==> src/rtl/key_debounce_array_pkg.sv <==
// Shared constants, channel output bundle and parameter width checks for the
// key debounce array.
package key_pkg;

    localparam int KEY_STABLE_20MS_50M = 1_000_000;
    localparam int KEY_LONG_1S_50M     = 50_000_000;

    typedef struct packed {
        logic lvl;
        logic press;
        logic rel;
        logic lng;
        logic led;
    } key_ch_out_t;

    // True when a counter of width w can hold values 0..max_val.
    function automatic bit width_fits(longint max_val, int w);
        return w >= $clog2(max_val + 1);
    endfunction

endpackage

==> src/rtl/key_debounce_array_ch.sv <==
// One push-button channel: synchroniser, stability filter, press/release/long
// strobes and a press-toggled LED bit.
module key_debounce_ch
    import key_pkg::*;
#(
    parameter int ACTIVE_LOW    = 1,
    parameter int STABLE_CYCLES = KEY_STABLE_20MS_50M,
    parameter int CNT_W         = 20,
    parameter int LONG_CYCLES   = KEY_LONG_1S_50M,
    parameter int LONG_W        = 26
) (
    input  logic        clk,
    input  logic        rst,
    input  logic        clr,
    input  logic        key_raw,
    output key_ch_out_t q
);

    localparam logic IDLE_LVL = (ACTIVE_LOW != 0);

    logic              s1, s2, p;
    logic              level, press, rel, lng, led;
    logic [CNT_W-1:0]  cnt;
    logic [LONG_W-1:0] lcnt;

    // Synchroniser idles at the released pin level so reset never looks like a press.
    always_ff @(posedge clk or posedge rst) begin
        if (rst) begin
            s1 <= IDLE_LVL;
            s2 <= IDLE_LVL;
        end else begin
            s1 <= key_raw;
            s2 <= s1;
        end
    end

    assign p = s2 ^ IDLE_LVL;

    always_ff @(posedge clk or posedge rst) begin
        if (rst) begin
            cnt   <= '0;
            level <= 1'b0;
            press <= 1'b0;
            rel   <= 1'b0;
        end else begin
            press <= 1'b0;
            rel   <= 1'b0;
            if (p == level) begin
                cnt <= '0;
            end else if (cnt == CNT_W'(STABLE_CYCLES - 1)) begin
                level <= p;
                cnt   <= '0;
                press <= p;
                rel   <= ~p;
            end else begin
                cnt <= cnt + 1'b1;
            end
        end
    end

    // lcnt saturates at LONG_CYCLES, so the strobe can only fire once per press.
    always_ff @(posedge clk or posedge rst) begin
        if (rst) begin
            lcnt <= '0;
            lng  <= 1'b0;
        end else begin
            lng <= level && (lcnt == LONG_W'(LONG_CYCLES - 1));
            if (!level)
                lcnt <= '0;
            else if (lcnt < LONG_W'(LONG_CYCLES))
                lcnt <= lcnt + 1'b1;
        end
    end

    always_ff @(posedge clk or posedge rst) begin
        if (rst)
            led <= 1'b0;
        else if (clr)
            led <= 1'b0;
        else if (press)
            led <= ~led;
    end

    assign q = '{lvl: level, press: press, rel: rel, lng: lng, led: led};

endmodule

==> src/rtl/key_debounce_array.sv <==
// N independent push-button conditioners; each channel is a key_debounce_ch.
module key_debounce_array
    import key_pkg::*;
#(
    parameter int N_KEYS        = 3,
    parameter int ACTIVE_LOW    = 1,
    parameter int STABLE_CYCLES = KEY_STABLE_20MS_50M,
    parameter int CNT_W         = 20,
    parameter int LONG_CYCLES   = KEY_LONG_1S_50M,
    parameter int LONG_W        = 26
) (
    input  logic              clk,
    input  logic              rst,
    input  logic              clr,
    input  logic [N_KEYS-1:0] key_in,
    output logic [N_KEYS-1:0] key_level,
    output logic [N_KEYS-1:0] key_press,
    output logic [N_KEYS-1:0] key_release,
    output logic [N_KEYS-1:0] key_long,
    output logic [N_KEYS-1:0] led
);

    if (STABLE_CYCLES < 2) begin : g_bad_stable
        $error("key_debounce_array: STABLE_CYCLES must be >= 2");
    end
    if (LONG_CYCLES < 1) begin : g_bad_long
        $error("key_debounce_array: LONG_CYCLES must be >= 1");
    end
    if (!width_fits(STABLE_CYCLES - 1, CNT_W)) begin : g_bad_cnt_w
        $error("key_debounce_array: CNT_W too small for STABLE_CYCLES");
    end
    if (!width_fits(LONG_CYCLES, LONG_W)) begin : g_bad_long_w
        $error("key_debounce_array: LONG_W too small for LONG_CYCLES");
    end

    key_ch_out_t [N_KEYS-1:0] ch_out;

    for (genvar i = 0; i < N_KEYS; i++) begin : g_ch
        key_debounce_ch #(
            .ACTIVE_LOW   (ACTIVE_LOW),
            .STABLE_CYCLES(STABLE_CYCLES),
            .CNT_W        (CNT_W),
            .LONG_CYCLES  (LONG_CYCLES),
            .LONG_W       (LONG_W)
        ) u_ch (
            .clk    (clk),
            .rst    (rst),
            .clr    (clr),
            .key_raw(key_in[i]),
            .q      (ch_out[i])
        );

        assign key_level[i]   = ch_out[i].lvl;
        assign key_press[i]   = ch_out[i].press;
        assign key_release[i] = ch_out[i].rel;
        assign key_long[i]    = ch_out[i].lng;
        assign led[i]         = ch_out[i].led;
    end

endmodule

==> config.mk <==
export PLATFORM = sky130hd
export DESIGN_NAME = key_debounce_array
export DESIGN_NICKNAME = d
export VERILOG_FILES = /design/src/rtl/key_debounce_array_pkg.sv /design/src/rtl/key_debounce_array_ch.sv /design/src/rtl/key_debounce_array.sv
export SDC_FILE = /design/constraint.sdc
export NUM_CORES = 1
export LEC_CHECK = 0
export CAP_MARGIN = 20
export CORE_ASPECT_RATIO = 0.6
export CORE_MARGIN = 3
export CORE_UTILIZATION = 35
export CTS_BUF_LIST = sky130_fd_sc_hd__clkbuf_2
export DETAILED_ROUTE_END_ITERATION = 8
export DONT_BUFFER_PORTS = 1
export GPL_ROUTABILITY_DRIVEN = 0
export PLACE_DENSITY = 0.57
export SKIP_CTS_REPAIR_TIMING = 1
export SYNTH_ARGS = -nofsm -noshare
export SYNTH_HDL_FRONTEND = slang
export SYNTH_HIERARCHICAL = 1
export SYNTH_SLANG_ARGS = --single-unit
==> constraint.sdc <==
create_clock -name clk -period 2.4 [get_ports clk]
set_clock_uncertainty 0.2 [all_clocks]
set_input_delay 0.12 -clock clk [delete_from_list [all_inputs] [get_ports clk]]
set_output_delay 0.12 -clock clk [all_outputs]
set_load 0.02 [all_outputs]
=== Word-level counts from Yosys, hierarchy flattened ===
Cells that the tools add are included.

* Flip-flop bits (word level): 159
* Bits of input ports: 6
* Output and inout port bits: 15
* Word-level logic and storage cells: 96

* Add/sub/neg operators: 6
* Order comparisons: 3
* Equality and inequality tests: 12
* Multiplexer cells: 30
* Bitwise gates (word level): 9
* Reduce and logical (&&, ||, !) cells: 9

{| class="wikitable"
|+ Operator list
! operator !! count
|-
| 2-to-1 mux 26 bit || 6
|-
| 2-to-1 mux 20 bit || 6
|-
| adder 26 x 1 -> 26 bit (second input constant) || 3
|-
| == test 26 bit (second input constant) || 3
|-
| < comparator 26 bit (second input constant) || 3
|-
| adder 20 x 1 -> 20 bit (second input constant) || 3
|-
| == test 20 bit (second input constant) || 3
|-
| 2-to-1 mux 1 bit || 18
|-
| NOT 1 bit || 9
|-
| inequality test 2 bit (second input constant) || 3
|-
| AND reduction 2 bit || 3
|-
| nonzero test 2 bit || 3
|-
| == test 1 bit || 3
|-
| logical AND 1 bit || 3
|}

=== Depth between registers and ports, before layout ===
* Word-level depth: 4
* Gate-level depth with buffers: 8
* Mapped depth without buffers: 6

=== Hierarchy ===
Netlist, hierarchy kept.

{| class="wikitable"
|+ By module, submodules not included
! module !! times used !! cells each !! area each (um^2)
|-
| key_debounce_ch (g_ch[0].u_ch ...) || 2 || 283 || 2696.3
|-
| key_debounce_ch (g_ch[1].u_ch) || 1 || 283 || 2710.1
|}

=== Least setup slack after synthesis ===
Ideal clock, no wire load.

* Kind: register -> register
* From: register g_ch[1].u_ch.lcnt[0]
* To: register g_ch[1].u_ch.lcnt[24]
* Data arrival time: 2.189 ns
* Required time: 2.122 ns
* Path slack: -0.067 ns
* Stages on the path, launching flop included: 8
* Buffers on the path: 1
* Period minus slack after synthesis: 2.467 ns
* Cell sequence: dfrtp_1 -> ha_1 -> nand2_1 -> or4_1 -> buf_2 -> or3_1 -> or4_1 -> a21oi_1

* Longest elaborated chain between the ends: 3

{| class="wikitable"
|+ Ends and longest elaborated chain
! element !! line !! source
|-
| start, declared || key_debounce_array_ch.sv:24 || <nowiki>logic [LONG_W-1:0] lcnt;</nowiki>
|-
| start signal, assigned || key_debounce_array_ch.sv:71 || <nowiki>lcnt <= lcnt + 1'b1;</nowiki>
|-
| adder 26 x 1 -> 26 bit || key_debounce_array_ch.sv:71 ||
|-
| 2-to-1 mux 26 bit || key_debounce_array_ch.sv:70 || <nowiki>else if (lcnt < LONG_W'(LONG_CYCLES))</nowiki>
|-
| 2-to-1 mux 26 bit || key_debounce_array_ch.sv:68 || <nowiki>if (!level)</nowiki>
|}

Parallel ways exist; a longest one is shown, timed or not. The select of a mux whose other input is x is not followed.
A chain may end at the register's enable or synchronous reset.

=== Worst setup path in the final report ===
* From: register g_ch[2].u_ch.lcnt[16]
* To: register g_ch[2].u_ch.lcnt[5]

* Longest elaborated chain between the ends: 2

{| class="wikitable"
|+ Ends and longest elaborated chain
! element !! line
|-
| start, declared || key_debounce_array_ch.sv:24
|-
| start signal, assigned || key_debounce_array_ch.sv:71
|-
| < comparator 26 bit || key_debounce_array_ch.sv:70
|-
| inequality test 2 bit (no source line) || -
|}

Every way passes these cells.

==> flow_metrics.py <==
metrics = {
    "status": {
        "status": "complete, but fails checks",
        "failed_checks": "negative setup slack",
    },
    "place": {
        "dpl.hpwl_um": 12700,
        "place_area_sq_mm": 0.00904,
        "io_buffers": 0,
    },
    "clock_network": {
        "root_buffer": "clkbuf_2",
        "h-tree-depth": 4,
        "clockBufferDepth": 2,
        "path_clk_slew_ns": 0.28,
        "cts_num_sinks": 159,
        "tritoncts": "yes",
        "numCtsBuffers": 17,
        "clk_latency_ns": 0.76,
    },
    "critical_path": {
        "worstPathArrival_ns": 2.98,
        "worst_path_most_repeated_cell": "o31ai_4",
        "cp.buffers_inverters": 1,
        "slowest_stage": "or4_4",
        "crit_path_max_fanout": 6,
        "critPathKind": "reg -> reg",
        "critPathRequiredTime_ns": 2.86,
        "worstSetupStartpointType": "register",
        "max_stage_delay_ns": 0.56,
        "cp_top_family": "simple AND/OR/NAND/NOR gates",
        "path_cells": "or4_4 -> o31ai_4 -> o31ai_4 -> buf_4 -> or4_1 -> a21oi_1",
        "end_kind": "register",
        "reg2reg_slack_ns": -0.12,
    },
    "global_routing": {
        "grt_antenna_before_repair": 1,
        "grt_start_max_net_pins": 54,
        "track_usage_pct": 14.9,
        "grt_pass1_vias": 5716,
        "grt_pass1_wl_um": 30300,
        "overflow": 0,
    },
    "die": {
        "start_util_pct": 36.2,
        "core_sq_mm": 0.0224,
        "die_area_sq_mm": 0.0251,
        "ioPinCount": 21,
        "die_h_um": 124,
        "die_w_um": 202,
        "std_cell_rows": 42,
    },
    "routing": {
        "wl_per_cell_um": 15.0,
        "firstDrtPassIters": 5,
        "vias": 6629,
        "antenna_left": 0,
        "viasPerCell": 5.19,
        "drtIter0Drc": 413,
        "drt_wl_total_um": 19200,
        "drc": 0,
    },
    "sta": {
        "rsz0062_at_grt": "true",
        "fin_crit_sh_pct": 105,
        "slew_violations": 0,
        "setup_viol": 27,
        "tightest_slew_ns": 0.893,
        "fin_hold_ws_ns": 0.175,
        "relSlewSlack_pct": 40.4,
        "fmax_ghz": 0.397,
        "hold_viol": 0,
        "fin_crit_ns": 2.52,
        "setup_ws_ns": -0.121,
    },
    "power": {
        "p_leak_nw": 3.90,
        "power_density_mw_per_mm2": 437,
        "seq_power_share_pct": 63.1,
        "p_int_mw": 3.09,
        "clock_power_share_pct": 33.9,
        "p_sw_mw": 1.23,
        "combPwrFrac_pct": 3.0,
        "switching_share_pct": 28.5,
        "peakVddDrop_v": 0.000265,
    },
    "cells_and_area": {
        "multi_input_area_sq_mm": 0.00402,
        "seq_area_sq_mm": 0.00399,
        "nFillCells": 2206,
        "fin_nets": 968,
        "fin_util_pct": 44.1,
        "drive_gt1_share_pct": 23.6,
        "synthToLayoutAreaGrowth_pct": 21.9,
        "design_area_sq_mm": 0.00988,
    },
    "logic_synthesis": {
        "ys.warnings.count": 6,
        "synth_most_common_cell": "dfrtp_1",
        "synthTopCellsByCount": "dfrtp_1 (153), nor2_1 (93), nand2_1 (73)",
        "ys.flop_type": "dfrtp_1",
        "seq_area_frac_synth_pct": 49.2,
        "syn_area_sq_mm": 0.00810,
        "async_reset_ff_share_pct": 100,
        "synth_top_area_share_pct": 47.3,
        "ys_seq_elements": 159,
        "synth_top_area_cell": "dfrtp_1",
        "synth_edf_count": 0,
        "netlist-cell-type-count": 47,
        "avgSynthCellArea_sq_um": 9.54,
        "postSynthCellCount": 849,
        "synthTopCellsByArea": "dfrtp_1 (47%), xor2_1 (4.3%), nor2_1 (4.3%)",
        "syn_nets": 861,
    },
    "worst_hold_path": {
        "hold_path_class": "reg -> reg",
    },
    "job": {
        "maxCapViolations": 0,
    },
}
## sequential cells by signal, summed over array words and instances (netlist names)
signal           count
g_ch.u_ch/lcnt      78
g_ch.u_ch/led        3
g_ch.u_ch/rel        3
g_ch.u_ch/level      3
g_ch.u_ch/lng        3
g_ch.u_ch/s2         3
g_ch.u_ch/press      3
g_ch.u_ch/s1         3
g_ch.u_ch/cnt       60
## final cells by class
cell class	instances	area share [%]
diodes	1	0.0253
clock inverters	14	1.51
multi-input cells	615	40.7
well taps	308	3.90
clock buffers	18	0.912
inverters	28	1.06
flip-flops and latches	159	40.4
repair buffers	135	11.5
## kinds of logic after synthesis
| family | after synthesis | share of synthesized area [%] |
|---|---|---|
| and+or+nand+nor | 399 | 26.3 |
| xor gates and xnor gates | 62 | 6.70 |
| adders and majority gates | 6 | 0.926 |
| AOI/OAI and AO/OA | 128 | 9.93 |
| DFF | 159 | 49.2 |
| buffers and inverters | 78 | 4.86 |
| muxes | 17 | 2.10 |
## path summary, 6_finish.rpt
path,from,end,cells past startpoint
max in group asynchronous,rst,g_ch[2].u_ch/s1,5
worst max register to register,g_ch[2].u_ch/lcnt[16],g_ch[2].u_ch/lcnt[5],6
worst min register to register,g_ch[1].u_ch/s1,g_ch[1].u_ch/s2,0
worst min-delay path,g_ch[1].u_ch/s1,g_ch[1].u_ch/s2,0
min in group asynchronous,rst,g_ch[1].u_ch/rel,4
worst max-delay path,g_ch[2].u_ch/lcnt[16],g_ch[2].u_ch/lcnt[5],6
## through the flow
step / std cells / setup TNS, ns / worst slack, ns / total power [mW]
2_1_floorplan: 849 / 0 / 0.00356 / 2.84
3_3_place_gp: 1209 / -1.62 / -0.285 / 2.89
3_5_place_dp: 1210 / -0.697 / -0.128 / 2.89
4_1_cts: 1242 / -1.35 / -0.171 / 4.38
5_1_grt: 1278 / -4.57 / -0.208 / 4.53
6_report: 1278 / -1.46 / -0.121 / 4.32
## cells in the final DEF (no fill, tap or decap), types with 9 or more instances in the layout
| master | count |
|---|---|
| o21ai_0 | 12 |
| nor2_1 | 93 |
| mux2i_1 | 17 |
| nand2_1 | 72 |
| xor2_1 | 40 |
| nand4_1 | 27 |
| buf_4 | 109 |
| or4_4 | 9 |
| xnor2_1 | 22 |
| or3_1 | 26 |
| o21ai_1 | 18 |
| buf_6 | 9 |
| nand3_1 | 47 |
| dfrtp_1 | 151 |
| nor3_1 | 11 |
| o31ai_1 | 25 |
| or4_1 | 20 |
| clkbuf_2 | 18 |
| dlygate4sd3_1 | 12 |
| a21oi_2 | 13 |
| a21oi_1 | 40 |
| nand2b_1 | 14 |
| inv_1 | 25 |
| nor4_1 | 20 |
## layer usage
metal | routed length [um] | GRT usage, % | vias up
met5 | 0 | 0 | -
met2 | 7630 | 19.2 | 131
li1 | - | - | 3270
met3 | 814 | 3.11 | 11
met1 | 10600 | 24.9 | 3217
met4 | 144 | 2.85 | 0
## power groups by stage
stage | Combinational, mW | Sequential [mW] | Clock, mW
final | 0.129 | 2.72 | 1.46
after CTS | 0.119 | 2.73 | 1.53
after floorplan | 0.0749 | 2.76 | 0
after global placement | 0.119 | 2.77 | 0
after detailed placement | 0.118 | 2.77 | 0
after global routing | 0.150 | 2.73 | 1.65
No activity file was read; power rests on OpenSTA's default activity.
